`config.mk`:
```
export PLATFORM = sky130hd
export DESIGN_NAME = fb_read_arbiter
export DESIGN_NICKNAME = d
export VERILOG_FILES = /design/src/rtl/fb_read_arbiter.sv
export SDC_FILE = /design/constraint.sdc
export NUM_CORES = 1
export LEC_CHECK = 0
export BUFFER_PORTS_ARGS = -buffer_cell sky130_fd_sc_hd__clkbuf_2
export CORE_MARGIN = 2
export CORE_UTILIZATION = 45
export DETAILED_ROUTE_END_ITERATION = 6
export PLACE_DENSITY = 0.83
export RECOVER_POWER = 50
export SLEW_MARGIN = 10
export SYNTH_ARGS = -nofsm -noshare
export SYNTH_HDL_FRONTEND = slang
export SYNTH_SLANG_ARGS = --single-unit
```
`constraint.sdc`:
```
create_clock -name clk -period 5.4 [get_ports clk]
set_clock_uncertainty 0.05 [all_clocks]
set_input_delay 1.62 -clock clk [delete_from_list [all_inputs] [get_ports clk]]
set_output_delay 1.62 -clock clk [all_outputs]
set_load 0.1 [all_outputs]
```
`src/rtl/fb_read_arbiter.sv`:
```
// rtl/fb_read_arbiter.sv - round-robin / priority arbiter for the frame buffer read port
module fb_read_arbiter #(
    parameter int NUM_REQ    = 4,
    parameter int IMG_WIDTH  = 160,
    parameter int IMG_HEIGHT = 120,
    parameter int ADDR_WIDTH = $clog2(IMG_WIDTH * IMG_HEIGHT),
    parameter int DATA_WIDTH = 16,
    parameter int RD_LATENCY = 1,
    parameter int PRIO0      = 1
) (
    input  logic                          clk,
    input  logic                          reset,
    input  logic [NUM_REQ-1:0]            req,
    input  logic [NUM_REQ*ADDR_WIDTH-1:0] req_addr,
    output logic [NUM_REQ-1:0]            gnt,
    output logic [NUM_REQ-1:0]            rvalid,
    output logic [DATA_WIDTH-1:0]         rdata,
    output logic                          fb_en,
    output logic [ADDR_WIDTH-1:0]         fb_addr,
    input  logic [DATA_WIDTH-1:0]         fb_data,
    output logic                          busy,
    output logic                          addr_err
);

    localparam int PTR_W  = $clog2(NUM_REQ);
    localparam int NPIX   = IMG_WIDTH * IMG_HEIGHT;
    // Tag stage 0 lines up with fb_en; stage RD_LATENCY lines up with valid fb_data.
    localparam int STAGES = RD_LATENCY + 1;

    logic [PTR_W-1:0]      rr_ptr_q, rr_ptr_d;
    logic [PTR_W-1:0]      win;
    logic                  win_vld;
    logic                  win_prio;
    logic [PTR_W:0]        idx;
    logic [ADDR_WIDTH-1:0] sel_addr;
    logic                  sel_oor;

    logic                  fb_en_q;
    logic [ADDR_WIDTH-1:0] fb_addr_q;
    logic                  addr_err_q;
    logic [STAGES-1:0]     tag_vld_q;
    logic [PTR_W-1:0]      tag_id_q [STAGES];
    logic [NUM_REQ-1:0]    rvalid_q;
    logic [DATA_WIDTH-1:0] rdata_q;

    // Pick the winner: requester 0 pre-empts when PRIO0 is set, else first request at/after rr_ptr.
    always_comb begin
        win      = '0;
        win_vld  = 1'b0;
        win_prio = 1'b0;
        idx      = '0;
        if ((PRIO0 != 0) && req[0]) begin
            win_vld  = 1'b1;
            win_prio = 1'b1;
        end else begin
            for (int k = 0; k < NUM_REQ; k++) begin
                idx = {1'b0, rr_ptr_q} + (PTR_W+1)'(k);
                if (idx >= (PTR_W+1)'(NUM_REQ)) begin
                    idx = idx - (PTR_W+1)'(NUM_REQ);
                end
                if (!win_vld && req[idx[PTR_W-1:0]]) begin
                    win_vld = 1'b1;
                    win     = idx[PTR_W-1:0];
                end
            end
        end
    end

    // Grant vector, address select with range clamp, and the round-robin pointer update.
    always_comb begin
        gnt = '0;
        if (win_vld && !reset) begin
            gnt[win] = 1'b1;
        end
        sel_addr = req_addr[int'(win) * ADDR_WIDTH +: ADDR_WIDTH];
        sel_oor  = ({1'b0, sel_addr} >= (ADDR_WIDTH+1)'(NPIX));
        rr_ptr_d = rr_ptr_q;
        if (win_vld && !win_prio) begin
            rr_ptr_d = (int'(win) == NUM_REQ - 1) ? '0 : win + 1'b1;
        end
    end

    // Issue the granted read to the BRAM and track out-of-range addresses.
    always_ff @(posedge clk or posedge reset) begin
        if (reset) begin
            rr_ptr_q   <= '0;
            fb_en_q    <= 1'b0;
            fb_addr_q  <= '0;
            addr_err_q <= 1'b0;
        end else begin
            rr_ptr_q <= rr_ptr_d;
            fb_en_q  <= win_vld;
            if (win_vld) begin
                fb_addr_q <= sel_oor ? ADDR_WIDTH'(NPIX - 1) : sel_addr;
                if (sel_oor) begin
                    addr_err_q <= 1'b1;
                end
            end
        end
    end

    // Carry {valid, id} alongside the read and steer returning data to its owner.
    always_ff @(posedge clk or posedge reset) begin
        if (reset) begin
            tag_vld_q <= '0;
            for (int s = 0; s < STAGES; s++) begin
                tag_id_q[s] <= '0;
            end
            rvalid_q <= '0;
            rdata_q  <= '0;
        end else begin
            tag_vld_q   <= {tag_vld_q[STAGES-2:0], win_vld};
            tag_id_q[0] <= win;
            for (int s = 1; s < STAGES; s++) begin
                tag_id_q[s] <= tag_id_q[s-1];
            end
            rvalid_q <= '0;
            if (tag_vld_q[STAGES-1]) begin
                rvalid_q[tag_id_q[STAGES-1]] <= 1'b1;
                rdata_q                      <= fb_data;
            end
        end
    end

    assign fb_en    = fb_en_q;
    assign fb_addr  = fb_addr_q;
    assign addr_err = addr_err_q;
    assign rvalid   = rvalid_q;
    assign rdata    = rdata_q;
    assign busy     = fb_en_q | (|tag_vld_q) | (|rvalid_q);

endmodule
```
==> impl_metrics.yaml, run 1 <==
global_route:
  antenna_found_initial: 0
  grt_pass1_wl_mm: 8.273
  grt_use_total: 0.1899
  grt_max_degree: 42
  grt_pass1_vias: 1858
  gr-total-overflow: 0
logic_synthesis:
  synth.net_count: 308
  ys_warn_count: 0
  yosys-top-cells-area: "dfrtp_1, mux2i_1, mux2_2, nand2_1, nor2_1"
  ys_ff_latch: 44
  yosys.cell_types.count: 34
  synth_top_area_frac: 0.4783
  netlist_area_um2: 2302
  seq_area_frac_synth: 0.4783
  yosys.area.top_type: "dfrtp_1"
  syn_area_per_cell_um2: 10.37
  synth_cells: 222
sta:
  fmax_mhz: 210.3
  finalCritPeriodShare: 0.8804
  period_needed_ns: 4.754
  slew_headroom: -0.3462
  setup_violations: 0
  layout_setup_ws_ns: 0.6459
  rsz0062_at_grt: "false"
  final-hold-violation-count: 0
  setup_tns_ns: 0
  whs_ns: 0.2987
  tightestPinTransition_ns: 2.019
  maxSlewViolCount: 42
worst_hold_path:
  worstHoldStart: "tag_id_q[3]"
  hold-path-endpoint: "tag_id_q[1]"
  hold_depth: 0
  hp-class: "reg2reg"
clock_tree:
  clock_path_buffers: 2
  ctsResizeCount: 0
  cts_root_buf: "clkbuf_8"
  clkLatencyLatePin_ns: 0.29
  ctsHoldBuffers: 0
  cts_tree: "done"
  htreeDepth: 2
  numCtsBuffers: 5
  cts.sinks: 44
  cts.clk_slew.worst_paths_ns: 0.07
  post_cts_buffers: 0
drt:
  routedWlPerCell_um: 12.98
  viasPerCell: 4.909
  vias: 2052
  postRouteAntennaNets: 0
  initialDrtViolationCount: 49
  route.detailed.drc: 0
  drt-pass1-iter-count: 4
  wl_mm: 5.427
worst_setup_path:
  crit_chain: "clkbuf_2 > mux2i_1 > a211oi_4 > buf_4 > ha_1 > and3_1 > buf_12"
  r2r_end: "fb_addr[8]"
  cp-end-kind: "output port"
  worst-r2r-cell-count: 8
  start_kind: "input pin"
  worstSetupStartpoint: "req[1]"
  path_max_fanout: 16
  cp.required_ns: 3.73
  critPathKind: "in2out"
  slowest_stage: "a211oi_4"
  r2r-start: "rr_ptr_q[1]"
  max_stage_delay_ns: 0.33
  reg2reg_setup_slack_ns: 3.07
  cp.arrival_ns: 3.08
floorplanning:
  core-area_um2: 5010
  ios: 124
  fp.dieW_um: 75.53
  rows: 26
  start_util: 0.4595
  die_y_um: 75.53
  dieArea_um2: 5704
run_status:
  status: "finished, violations left"
  violations: "max-capacitance violations, max-slew violations"
placement:
  pre_cts_ws_ns: 0.6440
  place_area_um2: 3057
  post-place-cells: 411
  port_buffers: 123
  hpwl_mm: 4.407
  gp_congestion: 0.7075
cells_and_area:
  fin_cells: 418
  diodes: 0
  area_growth_pct: 38.21
  drive_above_1_share: 0.4914
  num-nets-final: 434
  stdcell_area_um2: 3182
  final_util: 0.6351
power:
  vdd_drop_max_v: 0.0001689
  total_power_mw: 1.137
  power.density_nw_per_um2: 357.3
  leakage_nw: 1.642
run:
  max_cap_viol_count: 1
worst max-delay path: cells and delay by family:
| kind | cells | cell delay, ns |
|---|---|---|
| buffers and inverters | 3 | 0.61 |
| AO/OA/AOI/OAI | 1 | 0.33 |
| AND/OR/NAND/NOR | 1 | 0.22 |
| adder cells (fa/ha/maj) | 1 | 0.18 |
| multiplexers | 1 | 0.13 |
worst max path at each step:
stage / to / depth (start not counted) / slack [ns]
CTS: gnt[3] / 7 / 0.63
floorplan: gnt[3] / 6 / 0.01
global placement: gnt[1] / 8 / 0.72
global route: gnt[1] / 8 / 0.54
detailed placement: gnt[3] / 7 / 0.64
finish: gnt[3] / 7 / 0.65
cell type report:
| type | instances | area (um2) |
|---|---|---|
| Inverter | 6 | 25.02 |
| Tap cell | 70 | 87.58 |
| Multi-Input combinational cell | 161 | 1115 |
| Fill cell | 455 | 1828 |
| Timing Repair Buffer | 130 | 724.4 |
| Clock inverter | 2 | 60.06 |
| Clock buffer | 5 | 68.82 |
| Sequential cell | 44 | 1101 |
metal layers:
metal	up-vias	wire length [um]	GRT usage
met2	85	2797	0.3420
met4	0	38	0.06043
met5	-	0	0
met3	4	459	0.03968
li1	1010	-	-
met1	953	2132	0.2264
Yosys cell counts, drive strengths merged:
library cell / number
a211oi: 2
a21oi: 2
a22o: 2
a31o: 1
a31oi: 9
and2: 2
and3: 5
and3b: 1
buf: 6
clkbuf: 5
clkinv: 1
dfrtp: 44
ha: 4
inv: 5
mux2: 17
mux2i: 22
nand2: 50
nand3: 9
nor2: 20
nor3b: 1
nor4: 2
o21ai: 11
or2: 1
logic make-up (layout without fill, tap and decap cells):
logic type / count (synthesis) / after routing / share of synthesized area
AOI/OAI and AO/OA: 27 / 27 / 0.09457
adders and majority gates: 4 / 4 / 0.02174
buffers and inverters: 17 / 143 / 0.04076
DFF: 44 / 44 / 0.4783
muxes: 39 / 39 / 0.1897
and+or+nand+nor: 91 / 91 / 0.1750
where the power goes:
| part | internal [mW] | switching (mW) |
|---|---|---|
| combinational | 0.110 | 0.356 |
| sequential | 0.367 | 0.0228 |
| clock | 0.182 | 0.100 |
sequential cells by signal, indices dropped and copies added (netlist names):
signal	cells
rvalid	4
rdata	16
fb_addr	15
tag_vld_q	2
tag_id_q	4
addr_err	1
rr_ptr_q	2
cells in the final DEF, fill, tap and decap left out, drive strengths merged:
cell and n:
a31oi 9, clkbuf 125, nor2 20, nor4 2, clkinv 1, and3b 1, bufinv 2, a21oi 2
buf 10, a211oi 2, ha 4, inv 5, and2 2, o21ai 11, nand2 50, nand3 9
a31o 1, or2 1, and3 5, a22o 2, mux2 17, dfrtp 44, nor3b 1, mux2i 22
Note: power is estimated with default switching activity, not from simulation.
==> run 2: changes to the inputs <==
--- a/config.mk
+++ b/config.mk
@@ -11,6 +11,7 @@
 export DETAILED_ROUTE_END_ITERATION = 6
 export PLACE_DENSITY = 0.83
 export RECOVER_POWER = 50
+export REMOVE_ABC_BUFFERS = 1
 export SLEW_MARGIN = 10
 export SYNTH_ARGS = -nofsm -noshare
 export SYNTH_HDL_FRONTEND = slang
==> run 2 against run 1 <==
Against the previous run:
- the run now ends clean
- sequential cell count unchanged
- wire length down 1.2%
- clock power decreased by 7.1%
- register-to-register slack got worse by 0.16 ns
- sequential power about the same
- non-clock buffer count is the same
- design area is 0.24% lower
- die area is the same
- combinational power is essentially flat
- first-iteration DRC count is 16% higher
- utilization shrank 0.15 points
- total power decreased by 1.7%
- highest routed layer unchanged
==> impl_metrics.yaml, run 2 (synthesized netlist as in run 1, its figures left out) <==
clock_tree:
  clock_path_buffers: 2
  clkLatencyLatePin_ns: 0.30
  ctsHoldBuffers: 0
  cts_root_buf: "clkbuf_8"
  numCtsBuffers: 5
  htreeDepth: 2
  post_cts_buffers: 0
  cts.sinks: 44
  ctsResizeCount: 0
  cts_tree: "done"
  cts.clk_slew.worst_paths_ns: 0.08
floorplanning:
  fp.dieW_um: 75.53
  ios: 124
  rows: 26
  start_util: 0.4595
  dieArea_um2: 5704
  core-area_um2: 5010
  die_y_um: 75.53
worst_setup_path:
  r2r-start: "rr_ptr_q[0]"
  worst-r2r-cell-count: 8
  cp-end-kind: "output port"
  crit_cells: 6
  slowest_stage: "and3_1"
  crit_chain: "clkbuf_2 > nor4_2 > buf_4 > clkinv_1 > and3_1 > buf_12"
  max_stage_delay_ns: 0.37
  cp.required_ns: 3.73
  critPathKind: "in2out"
  crit_path_end: "gnt[1]"
  reg2reg_setup_slack_ns: 2.91
  cp.arrival_ns: 3.15
  crit_buf_inv: 4
  r2r_end: "fb_addr[10]"
  start_kind: "input pin"
  path_max_fanout: 16
  worstSetupStartpoint: "req[0]"
  path_delay_family: "buffers and inverters"
cells_and_area:
  area_growth_pct: 37.88
  fillerInstances: 435
  multi_input_area_um2: 1115
  regArea_um2: 1101
  fin_cells: 419
  final_common_cell: "clkbuf_2"
  drive_above_1_share: 0.4928
  final_cell_mix: "clkbuf_2, nand2_1, dfrtp_1"
  diodes: 0
  num-nets-final: 434
  largest_reg_flops: 16
  final_util: 0.6336
sta:
  finalCritPeriodShare: 0.8921
  fmax_mhz: 207.6
  maxSlewViolCount: 0
  tightestPinTransition_ns: 0.9859
  whs_ns: 0.3096
  setup_violations: 0
  final-hold-violation-count: 0
  period_needed_ns: 4.817
  slew_headroom: 0.3427
  rsz0062_at_grt: "false"
worst_hold_path:
  hold_depth: 0
  hp-class: "reg2reg"
global_route:
  grt_pass1_wl_mm: 8.397
  antenna_found_initial: 0
  grt_use_total: 0.1949
  grt_max_degree: 30
  grt_pass1_vias: 1949
  gr-total-overflow: 0
run:
  max_cap_viol_count: 0
power:
  vdd_drop_max_v: 0.0001424
  leakage_nw: 1.639
  power.density_nw_per_um2: 352.1
drt:
  postRouteAntennaNets: 0
  vias: 2075
  routedWlPerCell_um: 12.80
  route.detailed.drc: 0
  drt-pass1-iter-count: 4
  initialDrtViolationCount: 57
  wl_mm: 5.364
  viasPerCell: 4.952
placement:
  hpwl_mm: 4.332
  port_buffers: 123
  gp_congestion: 0.7618
  post-place-cells: 411
run_status:
  status: "complete, no violations"
run 2: worst reg2reg max path, cell delays in order, from the launching register on:
cell,delay [ns]
dfrtp_1,0.41
inv_1,0.06
o21ai_0,0.14
a211oi_4,0.40
buf_4,0.29
mux2i_1,0.34
nand3_2,0.14
a31o_4,0.32
a22o_2,0.24
run 2: report_power, final:
group,leakage [nW],internal [mW],switching [mW]
combinational,1.07,0.110,0.356
sequential,0.508,0.367,0.0231
clock,0.0614,0.151,0.111
run 2: worst min path at each step:
stage | from | end | slack (ns)
2_1_floorplan | tag_id_q[2] | tag_id_q[0] | 0.28
3_3_place_gp | tag_id_q[2] | tag_id_q[0] | 0.28
3_5_place_dp | tag_id_q[2] | tag_id_q[0] | 0.29
4_1_cts | tag_id_q[2] | tag_id_q[0] | 0.31
5_1_grt | tag_id_q[2] | tag_id_q[0] | 0.32
6_report | tag_id_q[2] | tag_id_q[0] | 0.31
run 2: area by class of cell:
cell class                      count  share of cell area
Timing Repair Buffer              130              0.2282
Sequential cell                    44              0.3469
Tap cell                           70             0.02759
Clock inverter                      2             0.01222
Inverter                            6            0.007883
Clock buffer                        6             0.02602
Multi-Input combinational cell    161              0.3512
run 2: through the flow:
| step | instance area [um2] | setup TNS [ns] | worst slack [ns] | total power [mW] |
|---|---|---|---|---|
| floorplan | 2233 | -0.7243 | -0.2654 | 0.7534 |
| global placement | 3057 | 0 | 0.6271 | 0.8563 |
| detailed placement | 3057 | 0 | 0.5735 | 0.8658 |
| CTS | 3178 | 0 | 0.5707 | 1.129 |
| global route | 3174 | 0 | 0.4121 | 1.170 |
| finish | 3174 | 0 | 0.5829 | 1.118 |
run 2: metal layers:
layer / GRT usage / vias to the layer above / wire length (um)
met2: 0.3556 / 91 / 2742
met1: 0.2144 / 962 / 2115
li1: - / 1009 / -
met3: 0.05291 / 13 / 400
met5: 0 / - / 0
met4: 0.07602 / 0 / 106
